`src/rtl/emio_bus_initiator_if.sv`:
```
// Command/response handshake and EMIO pin bundle of the bus initiator.
// master: initiator view; slave: command source plus EMIO responder view.
interface emio_bus_initiator_if;
    logic        cmd_valid;
    logic        cmd_ready;
    logic [1:0]  cmd_op;
    logic        cmd_last;
    logic [15:0] cmd_addr;
    logic [31:0] cmd_wdata;
    logic        rsp_valid;
    logic [31:0] rsp_rdata;
    logic        rsp_err;
    logic        busy;
    logic [63:0] emio_ps_out;
    logic [63:0] emio_ps_tri;
    logic [63:0] emio_ps_in;

    modport master (
        input  cmd_valid, cmd_op, cmd_last, cmd_addr, cmd_wdata,
        input  emio_ps_in,
        output cmd_ready, rsp_valid, rsp_rdata, rsp_err, busy,
        output emio_ps_out, emio_ps_tri
    );

    modport slave (
        output cmd_valid, cmd_op, cmd_last, cmd_addr, cmd_wdata,
        output emio_ps_in,
        input  cmd_ready, rsp_valid, rsp_rdata, rsp_err, busy,
        input  emio_ps_out, emio_ps_tri
    );
endinterface

```
`src/rtl/emio_bus_initiator.sv`:
```
// PL-side initiator for the EMIO register-bus handshake (read/write/block write).
// Ports: sysclk, reset (sync, active-low), bus (cmd/rsp handshake + emio_ps_out/tri/in).
module emio_bus_initiator #(
    parameter int SETUP_CYC   = 2,
    parameter int SYNC_STAGES = 2,
    parameter int TIMEOUT     = 1023
) (
    input  logic                 sysclk,
    input  logic                 reset,
    emio_bus_initiator_if.master bus
);
    typedef enum logic [3:0] {
        IDLE, SETUP, REQ, CAPTURE, RELEASE,
        BLK_WORD, BLK_LOW, BLK_HOLD, BLK_SET, BLK_CLOSE
    } state_t;

    localparam logic [9:0] TO_M1 = 10'(TIMEOUT - 1);
    localparam logic [9:0] SU_M1 = 10'(SETUP_CYC - 1);

    state_t state, state_nx;

    logic [SYNC_STAGES-1:0] done_sr, grant_sr;
    logic        done_s, grant_s;
    logic [9:0]  cnt;
    logic [31:0] wdata;
    logic [15:0] addr;
    logic        rd_mode, is_read, blk, last;
    logic        rsp_valid, rsp_err;
    logic [31:0] rsp_rdata;
    logic        acc, bad, wait_st, wait_ok, abort;
    logic        req_bus, reg_wen, blk_wstart, blk_wen;
    logic        unused_in;

    assign unused_in = ^{bus.emio_ps_in[63:55], bus.emio_ps_in[53:50],
                         bus.emio_ps_in[48:32]};

    assign done_s  = done_sr[SYNC_STAGES-1];
    assign grant_s = grant_sr[SYNC_STAGES-1];

    assign bus.cmd_ready = (state == IDLE) || (state == BLK_HOLD);
    assign acc = bus.cmd_valid && bus.cmd_ready;
    // Ops that do not fit the current bus phase are answered with an error
    // and leave the bus untouched.
    assign bad = acc && (((state == IDLE) && (bus.cmd_op == 2'd3)) ||
                         ((state == BLK_HOLD) && (bus.cmd_op != 2'd3)));

    always_ff @(posedge sysclk) begin
        if (!reset) begin
            done_sr  <= '0;
            grant_sr <= '0;
        end else begin
            done_sr[0]  <= bus.emio_ps_in[49];
            grant_sr[0] <= bus.emio_ps_in[54];
            for (int i = 1; i < SYNC_STAGES; i++) begin
                done_sr[i]  <= done_sr[i-1];
                grant_sr[i] <= grant_sr[i-1];
            end
        end
    end

    // State register
    always_ff @(posedge sysclk) begin
        if (!reset) state <= IDLE;
        else        state <= state_nx;
    end

    // Next-state logic; abort fires when a wait outlives the timeout
    always_comb begin
        wait_st = 1'b1;
        wait_ok = 1'b0;
        unique case (state)
            REQ:       wait_ok = blk ? grant_s : done_s;
            RELEASE:   wait_ok = !done_s && !grant_s;
            BLK_WORD:  wait_ok = done_s;
            BLK_LOW:   wait_ok = !done_s;
            BLK_CLOSE: wait_ok = !grant_s;
            default:   wait_st = 1'b0;
        endcase
        abort = wait_st && !wait_ok && (cnt >= TO_M1);

        state_nx = state;
        unique case (state)
            IDLE:      if (acc && !bad) state_nx = SETUP;
            SETUP:     if (cnt >= SU_M1) state_nx = REQ;
            REQ:       if (wait_ok) state_nx = blk ? BLK_WORD : CAPTURE;
            CAPTURE:   state_nx = RELEASE;
            RELEASE:   if (wait_ok) state_nx = IDLE;
            BLK_WORD:  if (wait_ok) state_nx = BLK_LOW;
            BLK_LOW:   if (wait_ok) state_nx = last ? BLK_CLOSE : BLK_HOLD;
            BLK_HOLD:  if (acc && !bad) state_nx = BLK_SET;
            BLK_SET:   state_nx = BLK_WORD;
            BLK_CLOSE: if (wait_ok) state_nx = IDLE;
            default:   state_nx = IDLE;
        endcase
        if (abort) state_nx = IDLE;
    end

    // Bus control outputs decoded from state
    always_comb begin
        req_bus    = 1'b0;
        reg_wen    = 1'b0;
        blk_wstart = 1'b0;
        blk_wen    = 1'b0;
        unique case (state)
            SETUP: blk_wstart = blk;
            REQ: begin
                req_bus    = 1'b1;
                reg_wen    = !blk && !is_read;
                blk_wstart = blk;
            end
            BLK_WORD: begin
                req_bus    = 1'b1;
                reg_wen    = 1'b1;
                blk_wen    = 1'b1;
                blk_wstart = 1'b1;
            end
            BLK_LOW, BLK_HOLD, BLK_SET: begin
                req_bus    = 1'b1;
                blk_wstart = 1'b1;
            end
            default: ;
        endcase
    end

    // Datapath: command latch, wait counter, response
    always_ff @(posedge sysclk) begin
        if (!reset) begin
            cnt       <= '0;
            wdata     <= '0;
            addr      <= '0;
            rd_mode   <= 1'b1;
            is_read   <= 1'b0;
            blk       <= 1'b0;
            last      <= 1'b0;
            rsp_valid <= 1'b0;
            rsp_err   <= 1'b0;
            rsp_rdata <= '0;
        end else begin
            if (state_nx != state)   cnt <= '0;
            else if (cnt != 10'h3FF) cnt <= cnt + 10'd1;

            rsp_valid <= 1'b0;
            rsp_err   <= 1'b0;

            if (state == IDLE && acc && !bad) begin
                wdata   <= bus.cmd_wdata;
                addr    <= bus.cmd_addr;
                rd_mode <= (bus.cmd_op == 2'd0);
                is_read <= (bus.cmd_op == 2'd0);
                blk     <= (bus.cmd_op == 2'd2);
                last    <= bus.cmd_last;
            end else if (state == BLK_HOLD && acc && !bad) begin
                wdata <= bus.cmd_wdata;
                last  <= bus.cmd_last;
            end else if (state != IDLE && state_nx == IDLE) begin
                wdata <= '0;
                addr  <= '0;
            end

            if (state == CAPTURE)
                rsp_rdata <= is_read ? bus.emio_ps_in[31:0] : 32'h0;

            if (bad || abort) begin
                rsp_valid <= 1'b1;
                rsp_err   <= 1'b1;
                rsp_rdata <= '0;
            end else if (state == RELEASE && wait_ok) begin
                rsp_valid <= 1'b1;
            end else if (state == BLK_LOW && wait_ok) begin
                rsp_valid <= 1'b1;
                rsp_rdata <= '0;
            end
        end
    end

    assign bus.rsp_valid = rsp_valid;
    assign bus.rsp_err   = rsp_err;
    assign bus.rsp_rdata = rsp_rdata;
    assign bus.busy      = (state != IDLE);

    assign bus.emio_ps_out = {11'h0, blk_wen, blk_wstart, reg_wen, 1'b0,
                              req_bus, addr, wdata};
    // Data lanes face the initiator only during reads; control lanes driven
    assign bus.emio_ps_tri = {11'h7FF, 3'b000, 1'b1, 17'h0, {32{rd_mode}}};
endmodule

```
`src/flat_wrapper.sv`:
```
// flat-port wrapper written by rule: the top's interface ports become plain ports
module emio_bus_initiator_flat 
#(
    parameter int SETUP_CYC   = 2,
    parameter int SYNC_STAGES = 2,
    parameter int TIMEOUT     = 1023
)
  (sysclk, reset, bus_cmd_valid, bus_cmd_op, bus_cmd_last, bus_cmd_addr, bus_cmd_wdata, bus_emio_ps_in, bus_cmd_ready, bus_rsp_valid, bus_rsp_rdata, bus_rsp_err, bus_busy, bus_emio_ps_out, bus_emio_ps_tri);
  emio_bus_initiator_if bus_i ();
  input  logic sysclk;
  input  logic reset;
  input wire logic [$bits(bus_i.cmd_valid)-1:0] bus_cmd_valid;
  input wire logic [$bits(bus_i.cmd_op)-1:0] bus_cmd_op;
  input wire logic [$bits(bus_i.cmd_last)-1:0] bus_cmd_last;
  input wire logic [$bits(bus_i.cmd_addr)-1:0] bus_cmd_addr;
  input wire logic [$bits(bus_i.cmd_wdata)-1:0] bus_cmd_wdata;
  input wire logic [$bits(bus_i.emio_ps_in)-1:0] bus_emio_ps_in;
  output wire logic [$bits(bus_i.cmd_ready)-1:0] bus_cmd_ready;
  output wire logic [$bits(bus_i.rsp_valid)-1:0] bus_rsp_valid;
  output wire logic [$bits(bus_i.rsp_rdata)-1:0] bus_rsp_rdata;
  output wire logic [$bits(bus_i.rsp_err)-1:0] bus_rsp_err;
  output wire logic [$bits(bus_i.busy)-1:0] bus_busy;
  output wire logic [$bits(bus_i.emio_ps_out)-1:0] bus_emio_ps_out;
  output wire logic [$bits(bus_i.emio_ps_tri)-1:0] bus_emio_ps_tri;
  assign bus_i.cmd_valid = bus_cmd_valid;
  assign bus_i.cmd_op = bus_cmd_op;
  assign bus_i.cmd_last = bus_cmd_last;
  assign bus_i.cmd_addr = bus_cmd_addr;
  assign bus_i.cmd_wdata = bus_cmd_wdata;
  assign bus_i.emio_ps_in = bus_emio_ps_in;
  assign bus_cmd_ready = bus_i.cmd_ready;
  assign bus_rsp_valid = bus_i.rsp_valid;
  assign bus_rsp_rdata = bus_i.rsp_rdata;
  assign bus_rsp_err = bus_i.rsp_err;
  assign bus_busy = bus_i.busy;
  assign bus_emio_ps_out = bus_i.emio_ps_out;
  assign bus_emio_ps_tri = bus_i.emio_ps_tri;
  emio_bus_initiator #(.SETUP_CYC(SETUP_CYC), .SYNC_STAGES(SYNC_STAGES), .TIMEOUT(TIMEOUT)) u_core (.sysclk(sysclk), .reset(reset), .bus(bus_i));
endmodule
```
`config.mk`:
```
export PLATFORM = sky130hd
export DESIGN_NAME = emio_bus_initiator_flat
export DESIGN_NICKNAME = d
export VERILOG_FILES = /design/src/rtl/emio_bus_initiator_if.sv /design/src/rtl/emio_bus_initiator.sv /design/src/flat_wrapper.sv
export SDC_FILE = /design/constraint.sdc
export NUM_CORES = 1
export LEC_CHECK = 0
export BUFFER_PORTS_ARGS = -buffer_cell sky130_fd_sc_hd__buf_2
export CELL_PAD_IN_SITES_DETAIL_PLACEMENT = 0
export CELL_PAD_IN_SITES_GLOBAL_PLACEMENT = 1
export CORE_MARGIN = 4
export CORE_UTILIZATION = 34
export CTS_BUF_LIST = sky130_fd_sc_hd__clkbuf_2
export DETAILED_ROUTE_END_ITERATION = 16
export PLACE_DENSITY_LB_ADDON = 0.1
export SLEW_MARGIN = 20
export SYNTH_ARGS = -nofsm -noshare
export SYNTH_HDL_FRONTEND = slang
export SYNTH_SLANG_ARGS = --single-unit
```
`constraint.sdc`:
```
create_clock -name sysclk -period 6.5 [get_ports sysclk]
set_input_delay 1.3 -clock sysclk [delete_from_list [all_inputs] [get_ports sysclk]]
set_output_delay 1.3 -clock sysclk [all_outputs]
set_load 0.005 [all_outputs]
```
== Word-level counts from Yosys, hierarchy flattened ==
Cells that the tools add are included.

* Muxes and demuxes: 34
* Bitwise operators: 1
* Add/sub/neg operators: 1
* Reduce and logical (&&, ||, !) cells: 40
* Magnitude comparators: 2
* Equality and inequality tests: 15

{| class="wikitable"
|+ Operators by type and width
! operator !! count
|-
| $mux W32 || 7
|-
| $mux W16 || 3
|-
| $mux W4 || 9
|-
| $pmux W4 S9 || 1
|-
| $eq A4 B3 Y1 const B || 4
|-
| $logic_and A1 B1 Y1 || 16
|-
| $add A10 B1 Y10 const B || 1
|-
| $ge A10 B1 Y1 const B || 1
|-
| $ge A10 B10 Y1 const B || 1
|-
| $mux W1 || 10
|-
| $ne A10 B10 Y1 const B || 1
|-
| $reduce_or A5 Y1 || 2
|-
| $eq A4 B2 Y1 const B || 2
|-
| $eq A4 B4 Y1 const B || 2
|-
| $logic_not A4 Y1 || 2
|-
| $reduce_or A2 Y1 || 4
|-
| $logic_not A1 Y1 || 6
|-
| $pmux W1 S5 || 1
|-
| $eq A2 B2 Y1 const B || 2
|-
| $eq A4 B1 Y1 const B || 1
|-
| $ne A4 B4 Y1 || 1
|-
| $pmux W1 S2 || 2
|-
| $reduce_bool A2 Y1 || 2
|-
| $reduce_bool A4 Y1 || 1
|-
| other kinds (9) || 11
|}

* Output and inout bits: 164
* Register bits after elaboration: 104

== Logic depth before layout (Yosys ltp) ==
Gate-level depths: netlist (run 1).

* Depth in word-level cells: 14
* Gate-level depth with buffers: 10
* Gate-level depth less buffers: 9

== Worst setup path after synthesis (run 1) ==
No wires, ideal clock.

* Kind: input port to flip-flop
* Start point: input bus_cmd_op[0]
* End point: register u_core.cnt[8]
* Stages on the path: 7
* Setup time: 0.148 ns
* Path buffers: 0
* Arrival time: 2.684 ns
* Slack: 3.668 ns
* Path through: nand2_1 a21o_1 a22o_1 nor3_1 nor4b_1 o22ai_1 nor4_1

* Cells in the longest elaborated chain, start to end: 11

{| class="wikitable"
|+ RTL lines
! item !! line !! source
|-
| start, declared || flat_wrapper.sv:13 || <nowiki>input wire logic [$bits(bus_i.cmd_op)-1:0] bus_cmd_op;</nowiki>
|-
| $eq A2 B2 Y1 / $ne A2 B2 Y1 (equally long branches) || emio_bus_initiator.sv:44, emio_bus_initiator.sv:45 ||
|-
| $logic_and A1 B1 Y1 (on tied branches) || emio_bus_initiator.sv:44, emio_bus_initiator.sv:45 ||
|-
| $logic_or A1 B1 Y1 (*) || emio_bus_initiator.sv:44 || <nowiki>assign bad = acc && (((state == IDLE) && (bus.cmd_op == 2'd3)) ||</nowiki>
|-
| $logic_and A1 B1 Y1 (*) || emio_bus_initiator.sv:44 ||
|-
| $logic_not A1 Y1 (*) || emio_bus_initiator.sv:83, emio_bus_initiator.sv:90 ||
|-
| $logic_and A1 B1 Y1 (*) || emio_bus_initiator.sv:83, emio_bus_initiator.sv:90 ||
|-
| $mux W4 (on tied branches) || emio_bus_initiator.sv:90, emio_bus_initiator.sv:83 ||
|-
| $pmux W4 S9 (*) || emio_bus_initiator.sv:82 || <nowiki>unique case (state)</nowiki>
|-
| $mux W4 (*) || emio_bus_initiator.sv:95 || <nowiki>if (abort) state_nx = IDLE;</nowiki>
|-
| $ne A4 B4 Y1 (*) || emio_bus_initiator.sv:139 || <nowiki>if (state_nx != state) cnt <= '0;</nowiki>
|-
| $reduce_or A2 Y1 (no source line) (*) || -- ||
|-
| end signal, assigned || emio_bus_initiator.sv:140 || <nowiki>else if (cnt != 10'h3FF) cnt <= cnt + 10'd1;</nowiki>
|-
| end, declared || emio_bus_initiator.sv:24 || <nowiki>logic [9:0] cnt;</nowiki>
|}

Mark *: on every way between the ends. The rest lies on a longest branch, timed or not.
A chain may end at the register's enable or synchronous reset.

== Worst setup path in the final report (run 1) ==
* Start point: register u_core.state[2]
* End point: output bus_emio_ps_out[50]

* Cells in the longest elaborated chain, start to end: 2

{| class="wikitable"
|+ RTL lines
! item !! line !! source
|-
| start, declared || emio_bus_initiator.sv:20 || <nowiki>state_t state, state_nx;</nowiki>
|-
| start signal, assigned || emio_bus_initiator.sv:64 || <nowiki>else state <= state_nx;</nowiki>
|-
| $eq A4 B3 Y1 / $eq A4 B2 Y1 (equally long branches) || emio_bus_initiator.sv:104 || <nowiki>unique case (state)</nowiki>
|-
| $pmux W1 S2 (*) || emio_bus_initiator.sv:104 ||
|-
| end, declared || flat_wrapper.sv:23 || <nowiki>output wire logic [$bits(bus_i.emio_ps_out)-1:0] bus_emio_ps_out;</nowiki>
|}

Marked as above.

==> results of run 1 <==
## kinds of logic after synthesis
group / count (synthesis)
AO/OA/AOI/OAI: 113
adder cells (fa/ha/maj): 4
buffers and inverters: 116
flip-flops: 104
XOR/XNOR: 6
multiplexers: 20
AND/OR/NAND/NOR: 183
other: 2
## sequential cells by signal (all words and copies together), names as in the netlist, 2 cells and up
| name | flops |
|---|---|
| u_core.bus.rsp_rdata | 32 |
| u_core.done_sr | 2 |
| u_core.grant_sr | 2 |
| u_core.addr | 16 |
| u_core.state | 4 |
| u_core.cnt | 10 |
| u_core.wdata | 32 |
## how the worst max path moves through the flow
stage	from	end	slack [ns]	cells past startpoint
3_5_place_dp	bus_cmd_op[0]	u_core.cnt[8]	3.00	8
2_1_floorplan	bus_cmd_op[0]	u_core.cnt[8]	3.67	7
5_1_grt	u_core.state[0]	bus_emio_ps_out[51]	2.73	5
4_1_cts	u_core.state[2]	bus_emio_ps_out[50]	2.89	4
6_report	u_core.state[2]	bus_emio_ps_out[50]	2.97	4
3_3_place_gp	bus_cmd_op[0]	u_core.cnt[8]	3.05	8
## cell type report
cell class | count | area, um^2
inverters | 4 | 15.0
fillers | 1470 | 8230
clock buffers | 9 | 45.0
well taps | 180 | 225
repair buffers | 212 | 1070
clock inverters | 7 | 80.1
multi-input cells | 370 | 2180
flip-flops and latches | 104 | 2080
## power groups by stage
stage / registers (W) / logic [W] / clock network [W]
CTS: 0.000693 / 0.000188 / 0.000343
global placement: 0.000703 / 0.000187 / 0
floorplan: 0.000698 / 0.000149 / 0
finish: 0.000692 / 0.000186 / 0.000321
global route: 0.000699 / 0.000209 / 0.000363
detailed placement: 0.000703 / 0.000188 / 0
## layer usage
metal	track usage, %	share of wire (%)	vias up
met2	23.7	44	185
met5	0	0.062	-
met3	4.93	9.6	24
li1	-	-	2089
met4	6.62	2.4	2
met1	19.4	44	1899
## critical path, cell delays in order (launching register included)
cell     delay (ns)
dfxtp_1        0.57
nor2_1         0.45
nand2_1        0.19
o32ai_1        0.25
buf_2          0.18
## placed cells by master, fill, tap and decap left out, types with 7 or more instances in the layout
| cell | instances |
|---|---|
| buf_2 | 207 |
| dfxtp_1 | 103 |
| a21oi_1 | 50 |
| nand2_1 | 47 |
| conb_1 | 44 |
| nand3_1 | 39 |
| a22o_1 | 33 |
| nor2_1 | 22 |
| nor2b_1 | 20 |
| mux2i_1 | 20 |
| nor3_1 | 16 |
| clkbuf_2 | 9 |
| o21ai_0 | 7 |
## stage by stage
step           hold WS (ns)  instance area (um^2)  std cells
6_report              0.467                  5700        886
5_1_grt               0.479                  5700        886
4_1_cts               0.468                  5700        886
3_5_place_dp          0.421                  5580        870
3_3_place_gp          0.425                  5580        870
2_1_floorplan         0.412                  5020        590
==> results by group, run 1 <==
GRT
  – Global route overflow: 0
  – Largest net degree at the start of global routing: 35
  – Initial antenna violation count: 1
  – Tot GR Track Use: 15.3%
  – Vias in the first global route: 4007
  – First-pass GRT wire length: 20000 um

Min path
  – Worst hold path type: flip-flop to flip-flop
  – Hold depth: 2
  – Worst hold start: u_core.bus.rsp_rdata[23]
  – Hold Path Sink: u_core.bus.rsp_rdata[23]

Synth
  – Post-Synthesis Cells: 548
  – Post-synthesis mux area share: 4.12%
  – Warnings from Yosys: 0
  – Area of the mapped netlist: 0.00486 mm^2
  – Top_reg_cell synth: dfxtp_1
  – Avg Inst Size Synth: 8.88 um^2
  – Synth area leader: dfxtp_1
  – Sequential area share after synthesis: 42.8%
  – Post-synth EDFFs: 0
  – XOR/XNOR Fraction of Synth Area: 1.08%
  – Compound-cell area share of the yosys netlist: 15.9%
  – Most frequent cells after synthesis: dfxtp_1 (104), buf_4 (81), a21oi_1 (50)
  – Post-Synth Adder-Cell Area: 1.03%
  – Post-synth top area share: 42.8%
  – Largest family of logic cells by synthesized area: simple AND/OR/NAND/NOR gates
  – Synth cell types: 52
  – #FFs+latches synth: 104
  – Synth async-reset ratio: 0%
  – Simple-gate share of the synthesized area: 19.2%
  – Top-count cell post-synth: dfxtp_1
  – Synth area leaders: dfxtp_1 (43%), buf_4 (13%), a22o_1 (5.9%)

Worst setup path
  – CP arrival: 2.23 ns
  – R2R setup slack: 3.50 ns
  – CP startpoint kind: flip-flop
  – Reg-to-reg critical path endpoint: u_core.cnt[8]
  – Critical Path Fanout Max: 18
  – Reg-to-reg startpoint: u_core.state[0]
  – Crit path required time: 5.20 ns
  – CP Class: flip-flop to primary output
  – CP endpoint kind: primary output
  – R2R cell count: 7

STA
  – Peak Freq: 284 MHz
  – Max_slew headroom: 41.4%
  – Final min period: 3.53 ns
  – RSZ-0062 raised after global routing: false
  – Final clock skew: 0.0326 ns
  – Slack of the critical path: 2.97 ns
  – Final hold vios: 0
  – Setup Viol. Count Final: 0
  – Setup TNS: 0 ns
  – Slew Limit Fails: 0
  – Tcrit/Tclk final: 54.3%
  – Worst-Margin Slew: 0.879 ns

Power and ir drop
  – LEAKAGE: 2.66 nW
  – Clk pwr share: 26.8%
  – Seq pwr share: 57.8%
  – Sw Ratio: 29.1%
  – Pwr dens: 210 mW/mm^2
  – Comb pwr share: 15.5%
  – Overall Power: 0.00120 W
  – NetSw: 0.000349 W
  – P_int: 0.000850 W
  – Maximum VDD drop: 0.000124 V

Clocking
  – H-Tree Depth: 3
  – Clock sinks: 104
  – CTS tree: built
  – Clock Tree Buf Depth: 2
  – CTS root buffer: clkbuf_2
  – TritonCTS buffer count: 9
  – CTS clock-pin slew for the worst setup and hold paths: 0.27 ns
  – Post-CTS Setup Bufs: 0
  – Post-cts sizing count: 0
  – Hold_buf cts: 0
  – Worst skew pair latency: 0.60 ns

Routing
  – Remaining DRCs: 0
  – Via count: 4199
  – DR WL/cell: 14.6 um
  – Final wirelength: 13000 um
  – Router iterations before antenna repair: 4
  – Vias per cell: 4.74
  – 1st-iter DRT viols: 189
  – Final antenna-violating net count: 0

Floorplanning
  – Initial Util: 34.9%
  – Rows: 43
  – Die area: 0.0163 mm^2
  – Die Height: 128 um
  – I/O pin count: 282
  – Core ar.: 0.0139 mm^2
  – DIE WIDTH: 128 um

Placed design
  – Setup slack after placement: 3.00 ns
  – Buffers on Ports: 207
  – DPL Wire Length: 9600 um
  – GPL Wtd Cong: 0.837

Finish
  – N_diodes: 0
  – Total Nets Final: 823
  – Syn-to-layout area delta: 17.2%
  – Layout Utilization: 40.9%
  – Share of cells above drive strength 1: 33.4%

Job
  – Max cap viols: 0

Run status
  – Status: finished, final reports clean
Power figures use the tool's default switching activity.
==> inputs of run 2 (changes only) <==
--- a/config.mk
+++ b/config.mk
@@ -9,7 +9,7 @@
 export CELL_PAD_IN_SITES_DETAIL_PLACEMENT = 0
 export CELL_PAD_IN_SITES_GLOBAL_PLACEMENT = 1
 export CORE_MARGIN = 4
-export CORE_UTILIZATION = 34
+export CORE_UTILIZATION = 32
 export CTS_BUF_LIST = sky130_fd_sc_hd__clkbuf_2
 export DETAILED_ROUTE_END_ITERATION = 16
 export PLACE_DENSITY_LB_ADDON = 0.1
==> constraint.sdc (replaced) <==
create_clock -name sysclk -period 3.3 [get_ports sysclk]
set_input_delay 0.66 -clock sysclk [delete_from_list [all_inputs] [get_ports sysclk]]
set_output_delay 0.66 -clock sysclk [all_outputs]
set_load 0.005 [all_outputs]
==> results by group, run 2 (same netlist as run 1, synthesis figures left out) <==
STA
  – RSZ-0062 raised after global routing: false
  – Worst-Margin Slew: 0.792 ns (-0.0876 ns)
  – Final hold vios: 0 (unchanged)
  – Slew Limit Fails: 0 (unchanged)
  – Final clock skew: 0.0593 ns (+0.0267 ns)
  – Final min period: 2.85 ns
  – Setup Viol. Count Final: 0 (unchanged)
  – Max_slew headroom: 47.1% (+5.8 points)
  – Setup TNS: 0 ns (unchanged)
  – Peak Freq: 350 MHz
  – Worst hold slack: 0.191 ns (-0.276 ns)
  – Tcrit/Tclk final: 86.5%

Worst setup path
  – CP Class: flip-flop to primary output
  – Top Family by Delay on Critical Path: simple AND/OR/NAND/NOR gates
  – Crit path depth: 4 (unchanged)
  – Worst path buffer plus inverter count: 1 (unchanged)
  – CP endpoint kind: primary output
  – Slowest cell on the critical path: dfxtp_1
  – Worst path cell trace: nor2_1 > nand2_1 > o32ai_1 > buf_2
  – Critical Path Fanout Max: 13 (-5)
  – Slowest stage delay, CP: 0.51 ns (-0.06 ns)
  – CP arrival: 2.19 ns (-0.04 ns)
  – Crit path required time: 2.64 ns (-2.56 ns)
  – CP startpoint kind: flip-flop
  – R2R cell count: 8 (+1)

Finish
  – Most frequent cells in the layout: buf_2 (207), dfxtp_1 (104), a21oi_1 (50), nand2_1 (47), conb_1 (44)
  – Syn-to-layout area delta: 18.9%
  – Register area: 0.00208 mm^2 (about the same)
  – Multi-input gate area: 0.00218 mm^2 (about the same)
  – Fin area: 0.00579 mm^2 (+1.4%)
  – Share of cells above drive strength 1: 34.0% (+0.61 points)
  – Commonest non-fill, non-tap cell in the layout: buf_2
  – Largest regs: u_core.bus.rsp_rdata: 32 flops, u_core.wdata: 32 flops, u_core.addr: 16 flops
  – Total Nets Final: 831 (+0.97%)
  – Fillers: 1519 (+3.3%)

GRT
  – Largest net degree at the start of global routing: 34 (-2.9%)
  – Tot GR Track Use: 14.9% (-0.34 points)
  – Initial antenna violation count: 0 (-1)
  – First-pass GRT wire length: 21300 um (+6.7%)
  – Vias in the first global route: 4076 (+1.7%)
  – Global route overflow: 0 (unchanged)

Power and ir drop
  – Overall Power: 0.00242 W (+100%)
  – Maximum VDD drop: 0.000263 V (+110%)
  – LEAKAGE: 2.71 nW (+2.0%)
  – Pwr dens: 418 mW/mm^2 (+99%)

Floorplanning
  – DIE WIDTH: 131 um (+2.9%)
  – Core ar.: 0.0147 mm^2 (+5.5%)
  – Die area: 0.0172 mm^2 (+5.9%)
  – I/O pin count: 282 (unchanged)
  – Rows: 44 (+2.3%)
  – Initial Util: 33.1% (-1.8 points)
  – Die Height: 131 um (+2.9%)

Clocking
  – TritonCTS buffer count: 9 (unchanged)
  – Post-CTS Setup Bufs: 0 (unchanged)
  – CTS clock-pin slew for the worst setup and hold paths: 0.34 ns (+0.07 ns)
  – Worst skew pair latency: 0.64 ns (+0.04 ns)
  – CTS tree: built
  – Clock sinks: 104 (unchanged)
  – H-Tree Depth: 3 (unchanged)
  – Post-cts sizing count: 0 (unchanged)
  – Hold_buf cts: 0 (unchanged)
  – Clock Tree Buf Depth: 2 (unchanged)
  – CTS root buffer: clkbuf_2

Routing
  – Final antenna-violating net count: 0 (unchanged)
  – 1st-iter DRT viols: 214 (+13%)
  – Final wirelength: 13300 um (+2.3%)
  – Vias per cell: 4.73 (-0.11%)
  – Remaining DRCs: 0 (unchanged)
  – Router iterations before antenna repair: 4 (unchanged)
  – DR WL/cell: 14.8 um (+0.83%)
  – Via count: 4256 (+1.4%)

Placed design
  – Cell area after placement: 0.00564 mm^2 (+1.2%)
  – Buffers on Ports: 207 (unchanged)
  – GPL Wtd Cong: 0.800 (-4.4%)
  – DPL Wire Length: 9850 um (+2.6%)

Run status
  – Status: finished, final reports clean

Min path
  – Hold depth: 2 (unchanged)
  – Worst hold path type: input port to flip-flop

Job
  – Max cap viols: 0 (unchanged)
==> run 2: worst paths after layout <==
kind | start | endpoint | slack (ns)
setup / recovery | u_core.state[2] | bus_emio_ps_out[50] | 0.45
hold / removal | bus_cmd_wdata[3] | u_core.wdata[3] | 0.19
setup reg to reg | u_core.state[2] | u_core.wdata[27] | 0.51
hold reg to reg | u_core.bus.rsp_rdata[31] | u_core.bus.rsp_rdata[31] | 0.47
==> run 2: area by class of cell <==
| type | count | area share (%) |
|---|---|---|
| well taps | 184 | 3.98 |
| clock inverters | 7 | 1.69 |
| inverters | 4 | 0.260 |
| clock buffers | 9 | 0.779 |
| multi-input cells | 370 | 37.7 |
| flip-flops and latches | 104 | 36.0 |
| diodes | 1 | 0.0433 |
| repair buffers | 220 | 19.6 |
==> run 2: power breakdown <==
group | switching [W] | total [W] | internal [W]
combinational | 0.000199 | 0.000381 | 0.000182
clock | 0.000482 | 0.000682 | 0.000200
sequential | 0.0000421 | 0.00136 | 0.00131
==> run 2: per-stage QoR <==
| step | instances | utilization [%] | setup WS [ns] |
|---|---|---|---|
| global placement | 882 | 38.4 | 0.516 |
| floorplan | 590 | - | 1.01 |
| global route | 898 | 39.3 | 0.183 |
| finish | 899 | 39.4 | 0.447 |
| detailed placement | 882 | 38.4 | 0.526 |
| CTS | 898 | 39.3 | 0.351 |
==> run 2: worst register-to-register path: stages, from the launching register on <==
cell	delay (ns)
dfxtp_1	0.51
nor2_1	0.43
nand2_1	0.18
o21ai_0	0.34
nor3_1	0.18
a211o_1	0.34
a211oi_4	0.21
buf_4	0.35
a22o_1	0.20
==> run 2: per-layer routing <==
layer	vias up	global-route usage (%)	routed length, um
met3	20	4.93	1220
met1	1926	18.8	5900
met2	206	23.8	5890
met5	-	0	0
li1	2104	-	-
met4	0	5.60	263
==> inputs of run 3 (changes only) <==
--- a/config.mk
+++ b/config.mk
@@ -5,13 +5,15 @@
 export SDC_FILE = /design/constraint.sdc
 export NUM_CORES = 1
 export LEC_CHECK = 0
+export ABC_AREA = 1
 export BUFFER_PORTS_ARGS = -buffer_cell sky130_fd_sc_hd__buf_2
 export CELL_PAD_IN_SITES_DETAIL_PLACEMENT = 0
 export CELL_PAD_IN_SITES_GLOBAL_PLACEMENT = 1
 export CORE_MARGIN = 4
-export CORE_UTILIZATION = 32
+export CORE_UTILIZATION = 31
 export CTS_BUF_LIST = sky130_fd_sc_hd__clkbuf_2
 export DETAILED_ROUTE_END_ITERATION = 16
+export GPL_ROUTABILITY_DRIVEN = 0
 export PLACE_DENSITY_LB_ADDON = 0.1
 export SLEW_MARGIN = 20
 export SYNTH_ARGS = -nofsm -noshare
==> results by group, run 3 <==
Synth
  – Top_reg_cell synth: dfxtp_1
  – Sequential area share after synthesis: 41.5% (-1.3 points)
  – Warnings from Yosys: 0 (unchanged)
  – #FFs+latches synth: 104 (unchanged)
  – Top-count cell post-synth: nand2_1
  – Synth async-reset ratio: 0% (unchanged)
  – Most frequent cells after synthesis: nand2_1 (108), dfxtp_1 (104), nand3_1 (100)
  – Area of the mapped netlist: 0.00501 mm^2 (+3.0%)
  – Avg Inst Size Synth: 7.38 um^2 (-17%)
  – Synth area leader: dfxtp_1
  – Synth area leaders: dfxtp_1 (42%), buf_4 (12%), nand3_1 (10%)
  – Post-synth top area share: 41.5% (-1.3 points)
  – Post-synth EDFFs: 0 (unchanged)
  – Synth cell types: 33 (-37%)
  – Post-Synthesis Cells: 679 (+24%)

Clocking
  – TritonCTS buffer count: 9 (unchanged)
  – Clock sinks: 104 (unchanged)
  – Post-cts sizing count: 0 (unchanged)
  – CTS clock-pin slew for the worst setup and hold paths: 0.27 ns (-0.07 ns)
  – Clock Tree Buf Depth: 2 (unchanged)
  – CTS tree: built
  – Worst skew pair latency: 0.58 ns (-0.06 ns)
  – Hold_buf cts: 0 (unchanged)
  – H-Tree Depth: 3 (unchanged)
  – Post-CTS Setup Bufs: 0 (unchanged)
  – CTS root buffer: clkbuf_2

Finish
  – Largest regs: u_core.bus.rsp_rdata: 32 flops, u_core.wdata: 32 flops, u_core.addr: 16 flops
  – Syn-to-layout area delta: 17.7%
  – N_diodes: 0 (-1)
  – Share of cells above drive strength 1: 30.2% (-3.8 points)
  – Commonest non-fill, non-tap cell in the layout: buf_2
  – Total Nets Final: 954 (+15%)
  – Multi-input gate area: 0.00216 mm^2 (-0.75%)
  – Non-Filler Instances: 1053 (+17%)
  – Register area: 0.00208 mm^2 (unchanged)
  – Fillers: 1755 (+16%)
  – Most frequent cells in the layout: buf_2 (207), nand2_1 (108), dfxtp_1 (104), nand3_1 (100), a21oi_1 (84)

Routing
  – Vias per cell: 4.55 (-3.9%)
  – Final antenna-violating net count: 0 (unchanged)
  – Final wirelength: 14400 um (+8.5%)
  – Router iterations before antenna repair: 5 (+1)
  – 1st-iter DRT viols: 159 (-26%)
  – Via count: 4789 (+13%)
  – DR WL/cell: 13.7 um (-7.4%)
  – Remaining DRCs: 0 (unchanged)

STA
  – Slew Limit Fails: 0 (unchanged)
  – Final clock skew: 0.0266 ns (-0.0327 ns)
  – Peak Freq: 360 MHz (+2.7%)
  – Final hold vios: 0 (unchanged)
  – RSZ-0062 raised after global routing: false
  – Final min period: 2.78 ns (-0.0746 ns)
  – Worst-Margin Slew: 0.785 ns (-0.00710 ns)
  – Tcrit/Tclk final: 84.2% (-2.3 points)
  – Setup TNS: 0 ns (unchanged)
  – Max_slew headroom: 47.6% (+0.47 points)
  – Setup Viol. Count Final: 0 (unchanged)

Min path
  – Hold depth: 3 (+1)
  – Worst hold path type: input port to flip-flop

Floorplanning
  – Core ar.: 0.0159 mm^2 (+8.1%)
  – Die Height: 135 um (+2.9%)
  – DIE WIDTH: 135 um (+2.9%)
  – Initial Util: 31.5% (-1.5 points)
  – I/O pin count: 282 (unchanged)
  – Rows: 46 (+4.5%)
  – Die area: 0.0183 mm^2 (+5.9%)

Worst setup path
  – CP Class: flip-flop to primary output
  – Crit path depth: 7 (+3)
  – Slowest cell on the critical path: dfxtp_1
  – CP endpoint kind: primary output
  – Worst path cell trace: nor2_2 > inv_2 > buf_4 > nor2_1 > o21ai_0 > o211ai_1 > buf_2
  – CP arrival: 2.12 ns (-0.07 ns)
  – CP startpoint kind: flip-flop
  – Crit path required time: 2.64 ns (about the same)
  – Critical Path Fanout Max: 34 (+21)
  – Worst path buffer plus inverter count: 3 (+2)
  – R2R cell count: 14 (+6)
  – Top Family by Delay on Critical Path: buffers and inverters
  – Slowest stage delay, CP: 0.51 ns (about the same)

Power and ir drop
  – Pwr dens: 515 mW/mm^2 (+23%)
  – LEAKAGE: 2.79 nW (+2.7%)
  – Overall Power: 0.00304 W (+26%)
  – Maximum VDD drop: 0.000201 V (-24%)

Job
  – Max cap viols: 0 (unchanged)

GRT
  – Global route overflow: 0 (unchanged)
  – Vias in the first global route: 4435 (+8.8%)
  – First-pass GRT wire length: 22200 um (+4.3%)
  – Initial antenna violation count: 1 (+1)
  – Largest net degree at the start of global routing: 55 (+62%)
  – Tot GR Track Use: 14.9% (+0.024 points)

Placed design
  – DPL Wire Length: 10300 um (+4.9%)
  – Placed Instances: 1037 (+18%)
  – Buffers on Ports: 207 (unchanged)

Run status
  – Status: finished, final reports clean
-- run 3: cell count changes after synthesis, sizes merged, moves of 9 or more --
| cell | previous run | this run |
|---|---|---|
| nand3 | 39 | 101 |
| o21ai | 7 | 39 |
| mux2i | 20 | 0 |
| a21oi | 51 | 84 |
| nor3 | 17 | 4 |
| clkbuf | 23 | 32 |
| inv | 3 | 42 |
| a22o | 33 | 0 |
| nor2b | 20 | 0 |
| nand2 | 47 | 111 |
| nor2 | 22 | 50 |
-- run 3: kinds of logic (layout without fill, tap and decap cells) --
family                     after synthesis  count (layout)  share of synthesized area [%]
xor gates and xnor gates                 7               7                           1.22
AOI/OAI and AO/OA                      130             130                           13.4
adders and majority gates                4               4                          0.999
and+or+nand+nor                        272             272                           24.2
DFF                                    104             104                           41.5
other                                    2              44                          0.150
buffers and inverters                  160             276                           18.5
-- run 3: worst register-to-register path: stages (launching register included) --
cell,delay (ns)
dfxtp_1,0.44
nand2_1,0.15
buf_4,0.34
nand2_1,0.10
nand3_1,0.12
nand2_1,0.11
nor2_2,0.17
nor2_4,0.06
nand2_1,0.13
nand2_1,0.07
nor2_1,0.11
nand3_2,0.24
buf_4,0.36
nand3_1,0.13
a21oi_1,0.07
-- run 3: worst paths after layout --
check,endpoint,from,slack (ns)
hold reg to reg,u_core.done_sr[1],u_core.done_sr[0],0.44
setup / recovery,bus_emio_ps_out[51],u_core.state[3],0.52
hold / removal,u_core.done_sr[0],bus_emio_ps_in[49],0.23
setup reg to reg,u_core.wdata[23],u_core.state[0],0.64
-- run 3: through the flow --
stage / hold slack, ns / worst slack, ns / utilization [%] / instance area (um^2)
3_3_place_gp: 0.405 / 0.570 / 36.4 / 5790
6_report: 0.233 / 0.521 / 37.1 / 5900
4_1_cts: 0.168 / 0.427 / 37.1 / 5900
3_5_place_dp: 0.407 / 0.571 / 36.4 / 5790
2_1_floorplan: 0.390 / 1.24 / - / 5170
5_1_grt: 0.191 / 0.236 / 37.1 / 5900
-- run 3: metal layers --
metal | global-route usage [%] | wire, um | part of all wire [%]
met1 | 17.8 | 6010 | 42
met2 | 25.1 | 6720 | 47
met3 | 4.98 | 1370 | 9.5
met4 | 5.49 | 276 | 1.9
met5 | 0 | 13 | 0.090
-- run 3: power breakdown --
group | internal [W] | switching (W) | total (W)
registers | 0.00138 | 0.0000902 | 0.00147
clock network | 0.000175 | 0.000437 | 0.000612
logic | 0.000347 | 0.000611 | 0.000957
-- run 3: area by class of cell --
cell class                      count  area share (%)
Clock buffer                       10           0.849
Clock inverter                      6           0.997
Inverter                           43            2.74
Multi-Input combinational cell    457            36.7
Sequential cell                   104            35.3
Tap cell                          216            4.58
Timing Repair Buffer              217            18.8
